$ cat src/rtl/rr_mux_arbiter_pkg.sv
// Shared types and helpers for the round-robin mux arbiter.
// The optional burst lock is enabled by defining RR_MUX_LOCK_EN.
package rr_mux_pkg;

  // Output stage state: IDLE means no word held, BUSY means out is valid.
  typedef enum logic {
    IDLE = 1'b0,
    BUSY = 1'b1
  } state_t;

  // Default requester count and the matching pointer width.
  localparam int unsigned N_DEFAULT   = 4;
  localparam int unsigned IDX_W       = $clog2(N_DEFAULT);

  // Upper bound on requester count supported by the one-hot helper.
  localparam int unsigned MAX_N       = 64;
  localparam int unsigned MAX_IDX_W   = $clog2(MAX_N);

  // Pointer / index width for an arbitrary requester count.
  function automatic int unsigned idx_width(input int unsigned n);
    return (n < 2) ? 1 : $clog2(n);
  endfunction

  // One-hot decode of an index; callers cast down to their own lane count.
  function automatic logic [MAX_N-1:0] onehot(input logic [MAX_IDX_W-1:0] idx);
    logic [MAX_N-1:0] one;
    one = {{(MAX_N-1){1'b0}}, 1'b1};
    return one << idx;
  endfunction

endpackage : rr_mux_pkg

$ cat src/rtl/rr_mux_arbiter_if.sv
// Bus bundle between the requesters/downstream (master) and the arbiter (slave).
// The lock vector only exists when RR_MUX_LOCK_EN is defined.
//
// Handshake: out carries a word whenever out_valid is high; the word is
// consumed at a rising edge where out_valid && out_ready. out and out_valid
// hold unchanged while out_valid && !out_ready. A requester raises req[i]
// with its word stable on lane i and keeps both until the edge at which
// grant[i] is high; req still high after that edge is a fresh request.
interface rr_mux_arbiter_if #(
  parameter int unsigned WIDTH = 4,
  parameter int unsigned N     = 4
);
  logic [N*WIDTH-1:0] in;
  logic [N-1:0]       req;
`ifdef RR_MUX_LOCK_EN
  logic [N-1:0]       lock;
`endif
  logic               out_ready;
  logic [N-1:0]       grant;
  logic [WIDTH-1:0]   out;
  logic               out_valid;

  modport master (
    output in,
    output req,
`ifdef RR_MUX_LOCK_EN
    output lock,
`endif
    output out_ready,
    input  grant,
    input  out,
    input  out_valid
  );

  modport slave (
    input  in,
    input  req,
`ifdef RR_MUX_LOCK_EN
    input  lock,
`endif
    input  out_ready,
    output grant,
    output out,
    output out_valid
  );
endinterface : rr_mux_arbiter_if

$ cat src/rtl/rr_mux_arbiter_pick.sv
// Rotating priority encoder: finds the first requesting lane starting at
// ptr_i and wrapping modulo N. Purely combinational.
module rr_priority_pick #(
  parameter int unsigned N  = 4,
  parameter int unsigned IW = 2
) (
  input  logic [N-1:0]  req_i,
  input  logic [IW-1:0] ptr_i,
  output logic [IW-1:0] idx_o,
  output logic          found_o
);

  // Scan offsets from farthest to nearest so the nearest hit wins.
  always_comb begin
    idx_o   = '0;
    found_o = 1'b0;
    for (int k = N - 1; k >= 0; k--) begin
      if (req_i[(int'(ptr_i) + k) % N]) begin
        idx_o   = IW'((int'(ptr_i) + k) % N);
        found_o = 1'b1;
      end
    end
  end

endmodule : rr_priority_pick

$ cat src/rtl/rr_mux_arbiter.sv
// Round-robin arbiter with a registered valid/ready output stage that shares
// one WIDTH-bit channel among N requesters. Define RR_MUX_LOCK_EN to add the
// per-lane burst lock that keeps priority on the winning lane.
module rr_mux_arbiter
  import rr_mux_pkg::*;
#(
  parameter int unsigned     WIDTH   = 4,
  parameter int unsigned     N       = 4,
  parameter logic [WIDTH-1:0] DEFAULT = {WIDTH{1'b0}}
) (
  input  logic                           clk,
  input  logic                           rst_n,
  rr_mux_arbiter_if.slave                bus,
  output state_t                         dbg_state_o,
  output logic [idx_width(N)-1:0]        dbg_ptr_o
);

  localparam int unsigned IW = idx_width(N);

  state_t           state_q;
  logic [WIDTH-1:0] out_q;
  logic [IW-1:0]    ptr_q;
  logic [IW-1:0]    ptr_d;

  logic [IW-1:0]    win_idx;
  logic             win_found;
  logic             free;
  logic             capture;
  logic [N-1:0]     grant_d;
  logic [WIDTH-1:0] win_word;

  rr_priority_pick #(
    .N  (N),
    .IW (IW)
  ) u_pick (
    .req_i   (bus.req),
    .ptr_i   (ptr_q),
    .idx_o   (win_idx),
    .found_o (win_found)
  );

  // Decide whether this edge captures, which lane, and where priority moves.
  always_comb begin
    free     = (state_q == IDLE) || bus.out_ready;
    capture  = rst_n && free && win_found;
    win_word = bus.in[int'(win_idx)*WIDTH +: WIDTH];
    grant_d  = '0;
    ptr_d    = ptr_q;
    if (capture) begin
      grant_d = N'(onehot(MAX_IDX_W'(win_idx)));
      ptr_d   = (win_idx == IW'(N - 1)) ? '0 : win_idx + IW'(1);
`ifdef RR_MUX_LOCK_EN
      // A locked winner keeps top priority for its next beat.
      if (bus.lock[win_idx]) begin
        ptr_d = win_idx;
      end
`endif
    end
  end

  // Output stage FSM: holds the captured word until accepted, refills on the same edge.
  always_ff @(posedge clk or negedge rst_n) begin
    if (!rst_n) begin
      state_q <= IDLE;
      out_q   <= DEFAULT;
      ptr_q   <= '0;
    end else begin
      ptr_q <= ptr_d;
      case (state_q)
        IDLE: begin
          if (capture) begin
            state_q <= BUSY;
            out_q   <= win_word;
          end else begin
            out_q   <= DEFAULT;
          end
        end
        BUSY: begin
          if (capture) begin
            out_q   <= win_word;
          end else if (bus.out_ready) begin
            state_q <= IDLE;
            out_q   <= DEFAULT;
          end
        end
        default: begin
          state_q <= IDLE;
          out_q   <= DEFAULT;
        end
      endcase
    end
  end

  assign bus.grant     = grant_d;
  assign bus.out       = out_q;
  assign bus.out_valid = (state_q == BUSY);
  assign dbg_state_o   = state_q;
  assign dbg_ptr_o     = ptr_q;

endmodule : rr_mux_arbiter

$ cat src/flat_wrapper.sv
// flat-port wrapper written by rule: the top's interface ports become plain ports
module rr_mux_arbiter_flat import rr_mux_pkg::*;
#(
  parameter int unsigned     WIDTH   = 4,
  parameter int unsigned     N       = 4,
  parameter logic [WIDTH-1:0] DEFAULT = {WIDTH{1'b0}}
)
  (clk, rst_n, dbg_state_o, dbg_ptr_o, bus_in, bus_req, bus_out_ready, bus_grant, bus_out, bus_out_valid);
  rr_mux_arbiter_if #(.WIDTH(WIDTH), .N(N)) bus_i ();
  input  logic clk;
  input  logic rst_n;
  output state_t dbg_state_o;
  output logic [idx_width(N)-1:0] dbg_ptr_o;
  input wire logic [$bits(bus_i.in)-1:0] bus_in;
  input wire logic [$bits(bus_i.req)-1:0] bus_req;
  input wire logic [$bits(bus_i.out_ready)-1:0] bus_out_ready;
  output wire logic [$bits(bus_i.grant)-1:0] bus_grant;
  output wire logic [$bits(bus_i.out)-1:0] bus_out;
  output wire logic [$bits(bus_i.out_valid)-1:0] bus_out_valid;
  assign bus_i.in = bus_in;
  assign bus_i.req = bus_req;
  assign bus_i.out_ready = bus_out_ready;
  assign bus_grant = bus_i.grant;
  assign bus_out = bus_i.out;
  assign bus_out_valid = bus_i.out_valid;
  rr_mux_arbiter #(.WIDTH(WIDTH), .N(N), .DEFAULT(DEFAULT)) u_core (.clk(clk), .rst_n(rst_n), .bus(bus_i), .dbg_state_o(dbg_state_o), .dbg_ptr_o(dbg_ptr_o));
endmodule
$ cat config.mk
export PLATFORM = sky130hd
export DESIGN_NAME = rr_mux_arbiter_flat
export DESIGN_NICKNAME = d
export VERILOG_FILES = /design/src/rtl/rr_mux_arbiter_pkg.sv /design/src/rtl/rr_mux_arbiter_if.sv /design/src/rtl/rr_mux_arbiter_pick.sv /design/src/rtl/rr_mux_arbiter.sv /design/src/flat_wrapper.sv
export SDC_FILE = /design/constraint.sdc
export NUM_CORES = 1
export LEC_CHECK = 0
export CAP_MARGIN = 10
export CORE_MARGIN = 2
export CORE_UTILIZATION = 40
export DETAILED_ROUTE_END_ITERATION = 16
export PLACE_DENSITY = 0.83
export SETUP_SLACK_MARGIN = 0.15
export SLEW_MARGIN = 25
export SYNTH_ARGS = -nofsm -noshare
export SYNTH_HDL_FRONTEND = slang
export SYNTH_SLANG_ARGS = --single-unit
export TNS_END_PERCENT = 10
$ cat constraint.sdc
create_clock -name clk -period 4.8 [get_ports clk]
set_input_delay 0.72 -clock clk [delete_from_list [all_inputs] [get_ports clk]]
set_output_delay 0.72 -clock clk [all_outputs]
set_load 0.005 [all_outputs]
==> reports/results.ini, run 1 <==
[status]
outcome = finished clean

[die]
rows = 14
dieArea_um2 = 1896
coreArea_um2 = 1489
ios = 35
die_w_um = 43.55
start_util_pct = 42.02
dieHeight_um = 43.55

[clock_network]
post-cts-setup-buffer-count = 0
h-tree-depth = 1
cts-buffers-inserted = 3
cts-root-buf = clkbuf_4
worst_skew_pair.late_latency_ns = 0.26
clk_path_buf_depth = 2
postCtsHoldBufs = 0
clkTransAtPathRegs_ns = 0.06
cts_resized = 0
tritoncts = done
numClockSinks = 7

[setup_path]
critPathSlowestCell = clkdlybuf4s50_1
rr_worst_depth = 5
crit_path_end = bus_grant[0]
max_stage_delay_ns = 0.51
crit_path_start = bus_req[1]
cp-start-kind = primary input
setup.worst_path.class = primary input to output port
crit_path_end_kind = output port
r2r-end = u_core.bus.out[0]
cp_top_family = buffers and inverters
crit_arrival_ns = 2.78
r2r-start = u_core.dbg_ptr_o[1]
required_ns = 4.08
path_depth = 8
path_buf_inv = 4
cp_max_fo = 4
rrSetupSlack_ns = 2.87
cp_cell_sequence = clkdlybuf4s50_1 -> inv_1 -> o21a_1 -> nor3_2 -> inv_1 -> ha_1 -> and2_1 -> clkdlybuf4s50_1

[sta]
slew_viol_final = 0
grt_setup_unrepaired = no
slew_headroom_pct = 64.69
tightest_slew_ns = 0.5257
hold_viol_final = 0
min_period_ns = 3.502
fin_crit_sh_pct = 72.96
max_freq_mhz = 285.5
fin_ws_ns = 1.298
hold_ws_ns = 0.5247
setup_violations = 0
finalSetupTns_ns = 0
clock_skew_ns = 0.0006346

[worst_hold_path]
hold_path.class = flop to flop

[yosys]
ys_types = 27
syn_area_um2 = 625.6
ys_seq_area_share_pct = 28.00
syn_inst = 63
synth_edf_count = 0
yosysTopAreaCell = dfrtp_1
ys.flop_type = dfrtp_1
ys_warn_count = 0
avgSynthCellArea_um2 = 9.930
yosysTopAreaCellShare_pct = 28.00
synthArstFlopShare_pct = 100.0
ys_top_cells_by_area = dfrtp_1 (28%), ha_1 (8.0%), mux2_4 (7.2%), a221o_1 (6.4%), a21boi_1 (4.8%)
ys_ff_latch = 7
synth_fp_nets = 90

[placed_design]
post-place-ws_ns = 1.294
gp_congestion = 0.7769
place.port_buffers = 34
dp_hpwl_mm = 1.315

[global_routing]
first_global_vias = 657
grt_pass1_wl_mm = 2.863
grt_overflow = 0
antenna_found_initial = 0
grt_usage_pct = 20.96
grt_max_degree = 9

[power_and_ir_drop]
p_per_area_nw_per_um2 = 337.6
finalPower_w = 0.0003392
vdd_ir_drop_max_mv = 0.2010
p_leak_nw = 0.4264

[final_layout]
syn_to_final_growth_pct = 60.60
postLayoutCoreUtil_pct = 67.48
antennaDiodeCount = 0
drive_gt1_share_pct = 13.00
nNetsFinal = 128

[route]
finalWirelength_mm = 1.644
ant_nets = 0
drtIter0Drc = 8
firstDrtPassIters = 3
via_per_inst = 5.284
post-route-drc-count = 0
wire_per_inst_um = 14.17
vias = 613

[run]
drv_cap = 0

-- flip-flops by register name, summed over array words and instances (netlist names) --
signal,cells
u_core.bus.out_valid,1
u_core.bus.out,4
u_core.dbg_ptr_o,2
-- power by group --
part	internal [W]	switching (W)
combinational	0.000109	0.0000760
clock	0.0000321	0.0000273
sequential	0.0000762	0.0000187
total	0.000217	0.000122
-- synthesized netlist by cell type (2+ instances only) --
master and count:
dfrtp_1 7, a21boi_1 4, a221o_1 4, and2_1 4, ha_1 4, inv_1 4
nand2b_1 4, nand3_1 4, nor2_1 4, o21ai_0 4, mux2_4 3, mux2_1 2
-- placed cells by master (no fill, tap or decap), drive strengths merged --
cell / instances
clkdlybuf4s50: 34
dfrtp: 7
nor2: 5
and2: 5
mux2: 5
inv: 4
nand2b: 4
nand3: 4
o21ai: 4
a21boi: 4
a221o: 4
ha: 4
clkbuf: 4
o211a: 2
nor3: 2
o21a: 1
nand2: 1
a21oi: 1
nor2b: 1
o41ai: 1
o211ai: 1
a21o: 1
nor4b: 1
-- worst min path at each step --
stage	startpoint	to	slack (ns)	cells after the start
2_1_floorplan	rst_n	u_core.bus.out[0]	0.42	0
3_3_place_gp	u_core.bus.out[3]	u_core.bus.out[3]	0.50	1
3_5_place_dp	u_core.bus.out[1]	u_core.bus.out[1]	0.51	1
4_1_cts	u_core.bus.out[1]	u_core.bus.out[1]	0.52	1
5_1_grt	u_core.bus.out[1]	u_core.bus.out[1]	0.52	1
6_report	u_core.bus.out[1]	u_core.bus.out[1]	0.52	1
-- routing by layer --
metal | vias to the layer above | share of wire [%] | routed length (µm) | GRT usage [%]
li1 | 305 | - | - | -
met5 | - | 0 | 0 | 0
met4 | 0 | 3.2 | 52 | 15.15
met3 | 4 | 4.9 | 80 | 6.250
met1 | 286 | 44 | 726 | 25.19
met2 | 18 | 48 | 785 | 31.47
-- logic make-up (layout without fill, tap and decap cells) --
family / Yosys count / in the layout / synth area share (%)
adder cells (fa/ha/maj): 4 / 4 / 8.000
buffers and inverters: 5 / 42 / 3.600
multiplexers: 5 / 5 / 10.80
AO/OA/AOI/OAI: 19 / 19 / 26.40
AND/OR/NAND/NOR: 23 / 23 / 23.20
flip-flops: 7 / 7 / 28.00
-- per-stage QoR --
step	area [µm²]	instances
after detailed placement	978.4	112
after global placement	978.4	112
final	1005	116
after global routing	1005	116
after floorplan	625.6	63
after CTS	1005	116
-- layout make-up --
type	instances	area, µm²
tap	16	20.02
multi-input combinational	51	427.9
sequential	7	175.2
clock buffer	4	26.28
inverter	4	15.01
fill	116	484.2
timing repair buffer	34	340.3
Note: power is estimated with default switching activity, not from simulation.
==> run 2: changes to the inputs <==
--- a/config.mk
+++ b/config.mk
@@ -6,10 +6,11 @@
 export NUM_CORES = 1
 export LEC_CHECK = 0
 export CAP_MARGIN = 10
+export CORE_ASPECT_RATIO = 0.75
 export CORE_MARGIN = 2
-export CORE_UTILIZATION = 40
+export CORE_UTILIZATION = 34
 export DETAILED_ROUTE_END_ITERATION = 16
-export PLACE_DENSITY = 0.83
+export PLACE_DENSITY = 0.75
 export SETUP_SLACK_MARGIN = 0.15
 export SLEW_MARGIN = 25
 export SYNTH_ARGS = -nofsm -noshare
==> constraint.sdc (replaced) <==
create_clock -name clk -period 3.2 [get_ports clk]
set_input_delay 0.48 -clock clk [delete_from_list [all_inputs] [get_ports clk]]
set_output_delay 0.48 -clock clk [all_outputs]
set_load 0.005 [all_outputs]
==> run 2 against run 1 <==
Effect of this change:
- sequential share of layout area decreased by 0.53 points
- largest power group unchanged
- worst setup slack worse by 0.98 ns
- hold slack got worse by 0.0095 ns
- clock skew increased by 0.0040 ns
- total power rose by 53%
- die area rose by 16%
- combinational power up 59%
- clock-buffer cell count stayed put
- global-route usage down 3.7 points
- clock power increased by 37%
- critical endpoint is now bus_grant[2]
==> reports/results.ini, run 2 (synthesized netlist as in run 1, its figures left out) <==
[status]
outcome = finished clean  ; unchanged

[final_layout]
drive_gt1_share_pct = 15.69  ; was 13.00%
syn_to_final_growth_pct = 65.60  ; was 60.60%
final_cell_mix = clkdlybuf4s50_1 (33), dfrtp_1 (7)  ; was clkdlybuf4s50_1 (34), dfrtp_1 (7)
antennaDiodeCount = 0  ; unchanged
nNetsFinal = 130  ; was 128
final_area_um2 = 1036  ; was 1005 µm²
largest_reg_flops = 4  ; unchanged
final_common_cell = clkdlybuf4s50_1  ; unchanged

[sta]
max_freq_mhz = 346.7
grt_setup_unrepaired = no  ; unchanged
clock_skew_ns = 0.004661  ; was 0.0006346 ns
tightest_slew_ns = 0.4886  ; was 0.5257 ns
finalSetupTns_ns = 0  ; unchanged
min_period_ns = 2.884
setup_violations = 0  ; unchanged
hold_viol_final = 0  ; unchanged
slew_headroom_pct = 67.36  ; was 64.69%
fin_crit_sh_pct = 90.13
slew_viol_final = 0  ; unchanged

[route]
finalWirelength_mm = 1.634  ; was 1.644 mm
post-route-drc-count = 0  ; unchanged
firstDrtPassIters = 4  ; was 3
vias = 633  ; was 613
ant_nets = 0  ; unchanged
drtIter0Drc = 9  ; was 8
wire_per_inst_um = 13.18  ; was 14.17 µm
via_per_inst = 5.105  ; was 5.284

[setup_path]
setup.worst_path.class = primary input to output port  ; unchanged
cp_cell_sequence = clkdlybuf4s50_1 -> and2_4 -> o21a_1 -> nor3_4 -> inv_1 -> ha_1 -> and2_1 -> clkdlybuf4s50_1  ; was clkdlybuf4s50_1 -> inv_1 -> o21a_1 -> nor3_2 -> inv_1 -> ha_1 -> and2_1 -> clkdlybuf4s50_1
critPathMostFrequentCell = clkdlybuf4s50_1
max_stage_delay_ns = 0.45  ; was 0.51 ns
crit_path_end_kind = output port  ; unchanged
required_ns = 2.72  ; was 4.08 ns
critPathSlowestCell = clkdlybuf4s50_1  ; unchanged
crit_arrival_ns = 2.40  ; was 2.78 ns
cp-start-kind = primary input  ; unchanged
cp_max_fo = 4  ; unchanged

[die]
rows = 13  ; was 14
start_util_pct = 35.95  ; was 42.02%
dieHeight_um = 41.15  ; was 43.55 µm
ios = 35  ; unchanged
die_w_um = 53.53  ; was 43.55 µm
dieArea_um2 = 2203  ; was 1896 µm²
coreArea_um2 = 1740  ; was 1489 µm²

[clock_network]
h-tree-depth = 1  ; unchanged
clkTransAtPathRegs_ns = 0.05  ; was 0.06 ns
numClockSinks = 7  ; unchanged
cts-buffers-inserted = 3  ; unchanged
worst_skew_pair.late_latency_ns = 0.25  ; was 0.26 ns
post-cts-setup-buffer-count = 0  ; unchanged
clk_path_buf_depth = 2  ; unchanged
cts-root-buf = clkbuf_4  ; unchanged
tritoncts = done  ; unchanged

[placed_design]
place.port_buffers = 34  ; unchanged
dp_hpwl_mm = 1.325  ; was 1.315 mm
placed_area_um2 = 1001  ; was 978.4 µm²
gp_congestion = 0.7917  ; was 0.7769

[global_routing]
antenna_found_initial = 0  ; unchanged
grt_usage_pct = 17.28  ; was 20.96%
first_global_vias = 589  ; was 657
grt_max_degree = 9  ; unchanged
grt_pass1_wl_mm = 2.532  ; was 2.863 mm
grt_overflow = 0  ; unchanged

[power_and_ir_drop]
vdd_ir_drop_max_mv = 0.2696  ; was 0.2010 mV
finalPower_w = 0.0005193  ; was 0.0003392 W
p_leak_nw = 0.4454  ; was 0.4264 nW
p_per_area_nw_per_um2 = 501.2  ; was 337.6 nW/µm²

[worst_hold_path]
hold_path.class = flop to flop  ; unchanged

[run]
drv_cap = 0  ; unchanged

run 2: cell count changes in the layout (fill, tap and decap cells not counted), sizes merged:
cell / before / now
buf: 0 / 2
clkdlybuf4s50: 34 / 33
dlymetal6s2s: 0 / 1
run 2: per-stage QoR:
stage          worst slack (ns)  hold WS [ns]  util [%]  std cells
6_report                 0.3157        0.5152     59.53        124
5_1_grt                  0.1918        0.5548     59.53        124
4_1_cts                  0.1683        0.5193     59.02        124
3_5_place_dp             0.1867        0.5026     57.51        120
3_3_place_gp             0.2335        0.5022     57.51        120
2_1_floorplan             1.233        0.1844         -         63
run 2: final timing paths:
check | from | endpoint | slack (ns) | cells after the start
max | bus_req[0] | bus_grant[2] | 0.32 | 8
min | u_core.bus.out[1] | u_core.bus.out[1] | 0.52 | 1
max reg2reg | u_core.dbg_ptr_o[1] | u_core.bus.out[2] | 1.20 | 6
min reg2reg | u_core.bus.out[1] | u_core.bus.out[1] | 0.52 | 1
max in group asynchronous | rst_n | u_core.bus.out[2] | 2.49 | 2
min in group asynchronous | rst_n | u_core.dbg_ptr_o[0] | 0.58 | 2
run 2: worst max-delay path, delay by kind of cell:
family          cells  cell delay (ns)
compound gates      1             0.21
fa+ha+maj           1             0.20
buf+inv             3             0.98
simple gates        3             0.52
run 2: timing repair:
item	in CTS	in global routing
setup endpoints to repair	0	4
gates resized for setup	0	3
hold buffers	0	0
run 2: power breakdown:
part	switching [W]	internal [W]	leakage, nW	total (W)
Clock	0.0000338	0.0000477	0.0150	0.0000815
Combinational	0.000121	0.000173	0.344	0.000294
Sequential	0.0000292	0.000114	0.0860	0.000144
run 2: cell type report:
type	instances	area, µm²
multi-input combinational	51	434.2
sequential	7	175.2
timing repair buffer	36	357.8
tap	22	27.53
clock buffer	4	26.28
inverter	4	15.01
fill	157	704.4
run 2: layer usage:
metal / track usage (%) / part of all wire, %
met2: 27.47 / 45
met4: 9.615 / 1.7
met1: 22.39 / 47
met3: 3.285 / 6.7
met5: 0 / 0
